## config.mk

```make
export PLATFORM = sky130hd
export DESIGN_NAME = core_sequencer
export DESIGN_NICKNAME = d
export VERILOG_FILES = /design/src/rtl/core_sequencer.sv
export SDC_FILE = /design/constraint.sdc
export NUM_CORES = 1
export LEC_CHECK = 0
export CAP_MARGIN = 25
export CORE_MARGIN = 2
export CORE_UTILIZATION = 50
export CTS_CLUSTER_SIZE = 30
export DETAILED_ROUTE_END_ITERATION = 12
export PLACE_DENSITY_LB_ADDON = 0.1
export SLEW_MARGIN = 0
export SYNTH_ARGS = -nofsm -noshare
export SYNTH_HDL_FRONTEND = slang
export SYNTH_SLANG_ARGS = --single-unit
```

## constraint.sdc

```tcl
create_clock -name clk -period 2.1 [get_ports clk]
set_clock_uncertainty 0.15 [all_clocks]
set_input_delay 0.42 -clock clk [delete_from_list [all_inputs] [get_ports clk]]
set_output_delay 0.42 -clock clk [all_outputs]
set_load 0.05 [all_outputs]
```

## src/rtl/core_sequencer.sv

```systemverilog
// Multi-cycle instruction sequencer for the RV32 core.
// Steps each instruction through FETCH/DECODE/EXEC/MEM/WB. It drives the memory
// handshakes, IR load, PC update and register-file write. A memory ack that
// does not arrive within TIMEOUT wait cycles parks the FSM in a sticky error
// state, and only reset leaves that state.
//
// state  | meaning
// IDLE   | waiting for run
// FETCH  | instruction fetch request outstanding
// DECODE | capture decoder strobes
// EXEC   | choose memory access or straight to writeback
// MEM    | data memory access outstanding
// WB     | PC update, register write, retire
// ERR    | memory timeout, held until reset
module core_sequencer #(
    parameter int TIMEOUT = 16,
    parameter int CNT_W   = 32
) (
    input  logic             clk,
    input  logic             rst,
    input  logic             run,
    input  logic             lw_en,
    input  logic             sw_en,
    input  logic             wr_en,
    input  logic             offset_en,
    input  logic             imem_ack,
    input  logic             dmem_ack,
    output logic             imem_req,
    output logic             ir_load,
    output logic             dmem_rd,
    output logic             dmem_wr,
    output logic             rf_we,
    output logic             pc_we,
    output logic             pc_offset_sel,
    output logic             bus_err,
    output logic [2:0]       state,
    output logic [CNT_W-1:0] instr_cnt
);

    typedef enum logic [2:0] {
        IDLE   = 3'd0,
        FETCH  = 3'd1,
        DECODE = 3'd2,
        EXEC   = 3'd3,
        MEM    = 3'd4,
        WB     = 3'd5,
        ERR    = 3'd6
    } state_t;

    // Wide enough to count up to TIMEOUT-1; when TIMEOUT is 0 the counter
    // free-runs and is never compared.
    localparam int          WAIT_W   = (TIMEOUT > 1) ? $clog2(TIMEOUT) : 1;
    localparam logic [WAIT_W-1:0] WAIT_LAST = WAIT_W'(TIMEOUT - 1);

    state_t            cur_state;
    state_t            nxt_state;
    logic [WAIT_W-1:0] wait_cnt;
    logic              wait_done;
    logic              lw_q;
    logic              sw_q;
    logic              wr_q;
    logic              off_q;

    assign wait_done = (TIMEOUT != 0) && (wait_cnt == WAIT_LAST);
    assign state     = cur_state;

    // State register
    always_ff @(posedge clk) begin
        if (rst) cur_state <= IDLE;
        else     cur_state <= nxt_state;
    end

    // Next-state decode; an ack in the last allowed wait cycle still completes
    always_comb begin
        nxt_state = cur_state;
        case (cur_state)
            IDLE:    if (run) nxt_state = FETCH;
            FETCH: begin
                if (imem_ack)       nxt_state = DECODE;
                else if (wait_done) nxt_state = ERR;
            end
            DECODE:  nxt_state = EXEC;
            EXEC:    nxt_state = (lw_q || sw_q) ? MEM : WB;
            MEM: begin
                if (dmem_ack)       nxt_state = WB;
                else if (wait_done) nxt_state = ERR;
            end
            WB:      nxt_state = run ? FETCH : IDLE;
            ERR:     nxt_state = ERR;
            default: nxt_state = IDLE;
        endcase
    end

    // Moore output decode; ir_load is the only combinational handshake term
    always_comb begin
        imem_req      = 1'b0;
        dmem_rd       = 1'b0;
        dmem_wr       = 1'b0;
        rf_we         = 1'b0;
        pc_we         = 1'b0;
        pc_offset_sel = 1'b0;
        bus_err       = 1'b0;
        case (cur_state)
            FETCH: imem_req = 1'b1;
            MEM: begin
                dmem_rd = lw_q;
                dmem_wr = sw_q & ~lw_q;
            end
            WB: begin
                pc_we         = 1'b1;
                pc_offset_sel = off_q;
                rf_we         = wr_q & ~sw_q;
            end
            ERR:     bus_err = 1'b1;
            default: ;
        endcase
        ir_load = imem_req & imem_ack;
    end

    // Memory wait counter: cleared on entry to FETCH/MEM, counts ack-less cycles
    always_ff @(posedge clk) begin
        if (rst) begin
            wait_cnt <= '0;
        end else if ((nxt_state != cur_state) && ((nxt_state == FETCH) || (nxt_state == MEM))) begin
            wait_cnt <= '0;
        end else if (((cur_state == FETCH) && !imem_ack) || ((cur_state == MEM) && !dmem_ack)) begin
            wait_cnt <= wait_cnt + WAIT_W'(1);
        end
    end

    // Decoder strobes captured once per instruction
    always_ff @(posedge clk) begin
        if (rst) begin
            lw_q  <= 1'b0;
            sw_q  <= 1'b0;
            wr_q  <= 1'b0;
            off_q <= 1'b0;
        end else if (cur_state == DECODE) begin
            lw_q  <= lw_en;
            sw_q  <= sw_en;
            wr_q  <= wr_en;
            off_q <= offset_en;
        end
    end

    // Retired-instruction counter, wraps naturally
    always_ff @(posedge clk) begin
        if (rst)                  instr_cnt <= '0;
        else if (cur_state == WB) instr_cnt <= instr_cnt + CNT_W'(1);
    end

endmodule

```

==> flow_summary.json, run 1 <==
{
  "outcome": "finished, final reports clean",
  "cp_max_fo": 5,
  "layout-drive-gt1-share_pct": 32.4,
  "synth_top_flop_cell": "dfxtp_1",
  "placement.cell_area_mm2": 0.00302,
  "synth_adder_area_share_pct": 1.12,
  "worst_setup_path_end_kind": "output pin",
  "num_rows": 24,
  "worst-path-buf-inv": 1,
  "setup_viol": 0,
  "grt_pass1_wl_um": 9360,
  "fin_tns_setup_ns": 0,
  "route.met3.wl_um": 232,
  "synthArstFlopShare_pct": 0,
  "worstMarginPinSlew_ns": 0.498,
  "seq_area_frac_synth_pct": 38.4,
  "yosysWarnings": 0,
  "worstPathArrival_ns": 1.50,
  "syn-cell-area_mm2": 0.00224,
  "synth_top_family_by_area": "simple AND/OR/NAND/NOR gates",
  "hold_violations": 0,
  "die_h_um": 71.0,
  "drtIter0Drc": 130,
  "mostFrequentLayoutCell": "buf_4",
  "ys_types": 45,
  "grt_max_degree": 50,
  "cts_tree": "done",
  "drc": 0,
  "coreArea_mm2": 0.00432,
  "max_freq_mhz": 484,
  "total_power_mw": 1.83,
  "cap_violations": 0,
  "rsz0062_at_grt": "no",
  "nets": 353,
  "die_w_um": 71.0,
  "critical-path-top-delay-family": "buffers and inverters",
  "dieArea_mm2": 0.00504,
  "layout_common_cells": "buf_4 (52), dfxtp_1 (24), a21oi_1 (23)",
  "finalMaxSlewViolations": 0,
  "regArea_um2": 887,
  "worstPathCellList": "clkdlybuf4s50_1",
  "wl_per_cell_um": 14.6,
  "place_hpwl_um": 4100,
  "clockBufferDepth": 2,
  "synth_simple_gate_area_share_pct": 31.0,
  "root_buffer": "clkbuf_8",
  "holdWs_ns": 0.332,
  "antenna_found_initial": 0,
  "clock_latency_ns": 0.30,
  "cts_sinks": 43,
  "synth_cells": 265,
  "synth_edf_count": 0,
  "ir_drop_mv": 0.427,
  "wl_um": 5790,
  "yosys.area_share.xor_xnor_pct": 4.69,
  "critPathKind": "flop to output pin",
  "r2r_setup_slack_ns": 0.14,
  "top_layer": "met4",
  "cp-start-kind": "flop",
  "max_stage_delay_ns": 0.81,
  "htreeDepth": 2,
  "fill_cells": 338,
  "synth.area.mux_share_pct": 5.47,
  "avgSynthCellArea_um2": 8.46,
  "met1Wirelength_um": 2750,
  "min_path_type": "flop to flop",
  "fin_area_mm2": 0.00325,
  "antenna_left": 0,
  "p_leak_nw": 1.29,
  "ios": 52,
  "power_density_mw_per_mm2": 565,
  "instances_no_fill": 395,
  "period_share_pct": 98.4,
  "dp_cells": 376,
  "grt_pass1_vias": 1991,
  "diodes": 0,
  "critPathSlowestCell": "clkdlybuf4s50_1",
  "met2_length_um": 2760,
  "numPortBuffers": 51,
  "initial_core_util_pct": 51.9,
  "dr.pass1.iters": 4,
  "maxSlewHeadroom_pct": 66.7,
  "vias_per_cell": 5.74,
  "syn_nets": 276,
  "path_clk_slew_ns": 0.09,
  "numCtsBuffers": 5,
  "period_needed_ns": 2.07,
  "cp.required_ns": 1.53,
  "ys_ff_latch": 43,
  "multi_input_area_mm2": 0.00132,
  "overflow": 0,
  "synthToLayoutAreaGrowth_pct": 44.8,
  "dr_total_vias": 2269,
  "grt_util_all_layers_pct": 22.8,
  "gp_congestion": 0.869,
  "synth_compound_area_share_pct": 14.8
}
-- flip-flops by register name (all words and copies together), names as in the netlist --
register	count
instr_cnt	32
lw_q	1
off_q	1
state	3
sw_q	1
wait_cnt	4
wr_q	1
-- routing by layer --
layer / vias to the layer above / global-route usage (%)
met1: 1085 / 31.1
met3: 4 / 3.85
met4: 0 / 5.66
met5: - / 0
li1: 1127 / -
met2: 53 / 37.8
-- synthesized netlist by cell type (4+ instances only) --
library cell  number  area (um^2)
a21oi_1           23          115
a31oi_1            4         25.0
and4_1             7         61.3
clkbuf_1           7         26.3
dfxtp_1           43          861
inv_1              8         30.0
mux2_2            10          113
nand2_1           19         71.3
nand3_1            9         45.0
nand4_1            9         56.3
nor2_1            21         78.8
nor2b_1           10         62.6
nor4_1             6         37.5
o21ai_0           11         55.1
o31ai_1            9         67.6
or3_1              6         37.5
or4_1              9         67.6
xnor2_1            5         43.8
xor2_1             7         61.3
-- layout make-up --
class,instances,share of cell area [%]
flip-flops and latches,43,27.3
clock buffers,5,2.12
well taps,52,2.00
multi-input cells,199,40.6
inverters,9,1.20
clock inverters,3,2.04
repair buffers,84,24.7
-- through the flow --
step | util [%] | worst slack [ns]
after global routing | 75.1 | 0.000888
after detailed placement | 69.8 | -0.132
after CTS | 73.0 | 0.0233
final | 75.1 | 0.0338
after global placement | 69.8 | -0.0938
after floorplan | - | -0.0539
-- power breakdown --
part | leakage, nW | internal [mW] | switching (mW)
Sequential | 0.357 | 0.825 | 0.0116
Clock | 0.0687 | 0.475 | 0.300
Combinational | 0.863 | 0.102 | 0.119
Total | 1.29 | 1.40 | 0.431
-- logic make-up after synthesis --
| logic type | Yosys count |
|---|---|
| AOI/OAI and AO/OA | 55 |
| xor gates and xnor gates | 12 |
| adders and majority gates | 2 |
| buffers and inverters | 23 |
| DFF | 43 |
| muxes | 11 |
| and+or+nand+nor | 119 |
-- path summary, 6_finish.rpt --
kind | from | end | cells past startpoint
setup reg to reg | state[0]$_SDFF_PP0_ | wait_cnt[2]$_SDFFE_PP0P_ | 5
hold / removal | instr_cnt[1]$_SDFFE_PP0P_ | instr_cnt[1]$_SDFFE_PP0P_ | 2
setup / recovery | instr_cnt[5]$_SDFFE_PP0P_ | instr_cnt[5] | 1
hold reg to reg | instr_cnt[1]$_SDFFE_PP0P_ | instr_cnt[1]$_SDFFE_PP0P_ | 2
-- what timing repair did --
item / 4_1_cts / 5_1_grt
hold buffers: 0 / 0
endpoints found under the setup margin: 12 / 11
setup buffers: 0 / 11
pin swaps: 0 / 2
gates resized for setup: 5 / 3
Power figures use the tool's default switching activity.
==> run 2: changes to the inputs <==
Settings changed: CAP_MARGIN 25 to not set, SLEW_MARGIN 0 to 5.
==> results of run 2 <==
The final DEF is identical to that of run 1; final timing and power are the same.
==> edit 1 (settings of run 1) <==
Set the parameter `CNT_W` to 16 (it was 32).
--- a/src/rtl/core_sequencer.sv
+++ b/src/rtl/core_sequencer.sv
@@ -16,3 +16,3 @@
     parameter int TIMEOUT = 16,
-    parameter int CNT_W   = 32
+    parameter int CNT_W   = 16
 ) (
Ports: changed (resized instr_cnt); port bits go from 52 to 36. No check against the original RTL was run, so the function may have changed too.
==> edit 1 against run 1 <==
  * Via count down 49%
  * Non-clock buffer count down 43
  * Hold slack better by 23 ps
  * Cell area down 44%
  * Global-route usage down 4.2 points
  * First-iteration DRC count down 86%
  * Area after synthesis down 41%
  * Worst setup slack better by 30 ps
  * Power down 50%
  * Sequential cell count down 16
  * Wire length down 52%
==> edit 1: results (changes against run 1) <==
CP top delay family -> simple AND/OR/NAND/NOR gates
syn_nets -> 161 (-42%)
fin crit period -> 2037 ps (-29.67 ps)
vias in the first global route -> 1136 (-43%)
largest net degree at the start of global routing -> 15 (-70%)
PortBufs -> 35 (-31%)
Clock transition at path regs -> 140 ps (+50 ps)
sequential-to-total area share from yosys stat -> 0.4083 (+0.02439)
Commonest cells post-synth -> dfxtp_1 (27), nor2_1 (25), nand2_1 (10), xnor2_1 (8)
CP Capture Point -> rf_we
wire length per cell -> 12.69 µm (-13%)
CP max stage delay -> 470 ps (-340 ps)
post-DP HPWL -> 2115 µm (-48%)
Synth cell types -> 42 (-6.7%)
Root Driver -> clkbuf_4
routed vias/inst -> 5.324 (-7.3%)
max reg flops -> 16 (-50%)
# fillers -> 205 (-39%)
DP Cell Count -> 214 (-43%)
initial DRC count -> 18 (-86%)
DP Worst Slack -> -75.88 ps (+56.03 ps)
total CTS buffers -> 3 (-2)
clk_lat worst skew -> 320 ps (+20 ps)
Peak VDD IR -> 412.9 µV (-3.4%)
Met2 Wirelength -> 1389 µm (-50%)
H-tree depth -> 1 (-1)
global router's overall resource usage -> 0.1866 (-0.04155)
Cells after Synth -> 150 (-43%)
Max stage delay cell, worst path -> dfxtp_2
crit path max fanout -> 12 (+7)
arrival time worst endpoint -> 1470 ps (-30 ps)
Metal-1 WL -> 1278 µm (-54%)
via count -> 1166 (-49%)
top cells by area, synth -> dfxtp_1 (41%), nor2_1 (7.1%), xnor2_1 (5.3%)
status -> completed
## edit 1: worst min-delay path by stage
| stage | start | endpoint | slack, ps | cells past startpoint |
|---|---|---|---|---|
| floorplan | off_q$_SDFFE_PP0P_ | off_q$_SDFFE_PP0P_ | 300 | 2 |
| global placement | off_q$_SDFFE_PP0P_ | off_q$_SDFFE_PP0P_ | 320 | 2 |
| detailed placement | off_q$_SDFFE_PP0P_ | off_q$_SDFFE_PP0P_ | 330 | 2 |
| CTS | off_q$_SDFFE_PP0P_ | off_q$_SDFFE_PP0P_ | 360 | 2 |
| global route | off_q$_SDFFE_PP0P_ | off_q$_SDFFE_PP0P_ | 390 | 2 |
| finish | off_q$_SDFFE_PP0P_ | off_q$_SDFFE_PP0P_ | 360 | 2 |
## edit 1: tightest hold or removal path, cell delays in order (launching register included)
cell	delay, ps
dfxtp_1	340
mux2i_1	60
nor2_1	80
## edit 1: area by class of cell
cell class / instances / area share
Timing Repair Buffer: 41 / 0.2430
Clock buffer: 4 / 0.01437
Multi-Input combinational cell: 110 / 0.4052
Sequential cell: 27 / 0.3005
Inverter: 7 / 0.01643
Tap cell: 30 / 0.02053
## edit 1: layer usage
| layer | vias to the layer above | track usage |
|---|---|---|
| met5 | - | 0 |
| met4 | 0 | 0.05575 |
| met3 | 2 | 0.02810 |
| met2 | 22 | 0.3248 |
| met1 | 553 | 0.2375 |
| li1 | 589 | - |
## edit 1: repair_timing
| action | 4_1_cts | 5_1_grt |
|---|---|---|
| resized for setup | 7 | 3 |
| setup endpoints to repair | 8 | 4 |
| setup buffers | 1 | 0 |
## edit 1: metrics by stage
stage               instance area, µm²  TNS (ps)
floorplan                         1348    -20.97
global placement                  1787    -71.69
detailed placement                1787    -274.6
CTS                               1818         0
global route                      1828         0
finish                            1828         0
## edit 1: cells by family (layout without fill, tap and decap cells)
| family | Yosys count | in the layout | share of synthesized area |
|---|---|---|---|
| buffers and inverters | 13 | 52 | 0.04537 |
| xor gates and xnor gates | 15 | 15 | 0.09925 |
| muxes | 4 | 4 | 0.03025 |
| AOI/OAI and AO/OA | 20 | 20 | 0.1144 |
| and+or+nand+nor | 69 | 69 | 0.2836 |
| adders and majority gates | 2 | 2 | 0.01890 |
| DFF | 27 | 27 | 0.4083 |
## edit 1: report_power, final
group / total [mW] / switching, mW / internal (mW)
registers: 0.539 / 0.0176 / 0.521
clock network: 0.224 / 0.150 / 0.0743
logic: 0.150 / 0.0768 / 0.0729
total: 0.913 / 0.244 / 0.668
==> edit 2 (flow settings as in run 1) <==
Made on the original files. Register the output `bus_err`; this adds one clock of latency there. The other outputs are not delayed to match.
--- a/src/rtl/core_sequencer.sv
+++ b/src/rtl/core_sequencer.sv
@@ -54,2 +54,4 @@
 
+    logic bus_err_d;
+
     state_t            cur_state;
@@ -101,3 +103,3 @@
         pc_offset_sel = 1'b0;
-        bus_err       = 1'b0;
+        bus_err_d     = 1'b0;
         case (cur_state)
@@ -113,3 +115,3 @@
             end
-            ERR:     bus_err = 1'b1;
+            ERR:     bus_err_d = 1'b1;
             default: ;
@@ -151,2 +153,6 @@
 
+    always_ff @(posedge clk) begin
+        bus_err <= bus_err_d;
+    end
+
 endmodule
Formal check against the unedited RTL: no difference found for any inputs over 10 cycles, from zero or initial values and one cycle with rst high; that may be too few to reach the edited logic, so the function may still have changed.
==> edit 2 against run 1 <==
  * Combinational power shrank 3%
  * Final cell count down 1.5%
  * Die area increased by 0.85%
  * Hold slack barely moved
  * Sequential share of layout area grew 1.4 points
  * Area after synthesis up 0.89%
  * Worst setup slack improved by 4.9 ps
  * Sequential cell count grew 1
  * Cell area decreased by 2.6%
  * Power is 6.5% lower
  * Core utilization down 2.5 points
  * First-iteration DRC count shrank 2.3%
  * Wire length fell by 6.5%
==> edit 2: results (changes against run 1) <==
DP Worst Slack -> -152.6 ps (-20.65 ps)
Seq group -> 0.855 mW (+2%)
DR pass1 iterations -> 5 (+1)
Synth cell types -> 45 (unchanged)
Reg with most FFs -> instr_cnt
Yosys reg bits -> 44 (+2.3%)
min-delay src -> off_q$_SDFFE_PP0P_
arrival time worst endpoint -> 1490 ps
combinational power share -> 0.125 (+0.004)
Worst setup startpoint -> instr_cnt[27]$_SDFFE_PP0P_
placed cell areas -> 0.003033 mm² (+0.50%)
global placement routability congestion -> 0.8401 (-3.3%)
clk_lat worst skew -> 300 ps (about the same)
Cell Int Power -> 1.293 mW (-7.8%)
routed vias/inst -> 5.697 (-0.83%)
wire length on met3 -> 296 µm (+28%)
max reg flops -> 32 (unchanged)
sequential-to-total area share from yosys stat -> 0.3894 (+0.005452)
area delta synth->final -> 39.71%
met2 global-route usage -> 0.3467 (-0.03128)
Peak VDD IR -> 329.3 µV (-23%)
Root Driver -> clkbuf_8
initial DRC count -> 127 (-2.3%)
GR Util met3 -> 0.05204 (+0.01358)
share of cells above drive strength 1 -> 0.3027 (-0.02094)
Logic power comb -> 0.214 mW (-3%)
register area -> 907.1 µm² (+2.3%)
multi-input combinational area share -> 0.4161 (+0.009751)
drt total wl -> 5408 µm (-6.5%)
met1 Track Usage GR -> 0.3008 (-0.01010)
post-DP HPWL -> 3949 µm (-3.7%)
CP top delay family -> buffers and inverters
sequential fraction of total cell area -> 0.2870 (+0.01369)
largest net degree at the start of global routing -> 28 (-44%)
crit path max fanout -> 4 (-1)
first-pass GRT wire length -> 9170 µm (-2.0%)
DP Cell Count -> 380 (+1.1%)
status -> completed
top cells by area, synth -> dfxtp_1 (39%), a21oi_1 (5.1%), mux2_2 (5.0%)
ClkCell Share -> 0.03523 (-0.006401)
initial antenna violation count -> 0 (unchanged)
fraction of cell area in non-clock buffers -> 0.2288 (-0.01790)
Ys Warns -> 0 (unchanged)
Commonest cells post-synth -> dfxtp_1 (44), a21oi_1 (23), nor2_1 (21), nand2_1 (19), o21ai_0 (11)
LEAKAGE -> 1.241 nW (-3.6%)
relative slew slack -> 0.6644 (-0.002488)
Multi-input comb cells -> 199 (unchanged)
Met2 Wirelength -> 2546 µm (-7.9%)
inverter count -> 9 (unchanged)
syn_nets -> 277 (+0.36%)
vias in the first global route -> 2025 (+1.7%)
# fillers -> 352 (+4.1%)
Signal buffers -> 77 (-8.3%)
Clock transition at path regs -> 80 ps
layout net count -> 347 (-1.7%)
Metal-1 WL -> 2506 µm (-8.9%)
via count -> 2216 (-2.3%)
syn avg cell area -> 8.504 µm² (+0.51%)
global router's overall resource usage -> 0.2215 (-0.006690)
==> edit 2: cell types whose count changed after synthesis, sizes merged <==
cell / before / now
dfxtp: 43 / 44
==> edit 2: path summary, 6_finish.rpt <==
check,end,slack [ps],depth (start not counted)
setup / recovery,instr_cnt[27],40,1
hold / removal,off_q$_SDFFE_PP0P_,330,2
setup reg to reg,wait_cnt[1]$_SDFFE_PP0P_,130,5
hold reg to reg,off_q$_SDFFE_PP0P_,330,2
==> edit 2: what timing repair did <==
action | 4_1_cts | 5_1_grt
resized for setup | 4 | 3
buffers inserted | 0 | 1
setup endpoints to repair | 4 | 12
==> edit 2: kinds of logic after synthesis <==
kind of cell             synth area share
buffers and inverters             0.04535
XOR/XNOR                          0.04646
adder cells (fa/ha/maj)           0.01106
AND/OR/NAND/NOR                    0.3070
AO/OA/AOI/OAI                      0.1466
multiplexers                      0.05420
flip-flops                         0.3894
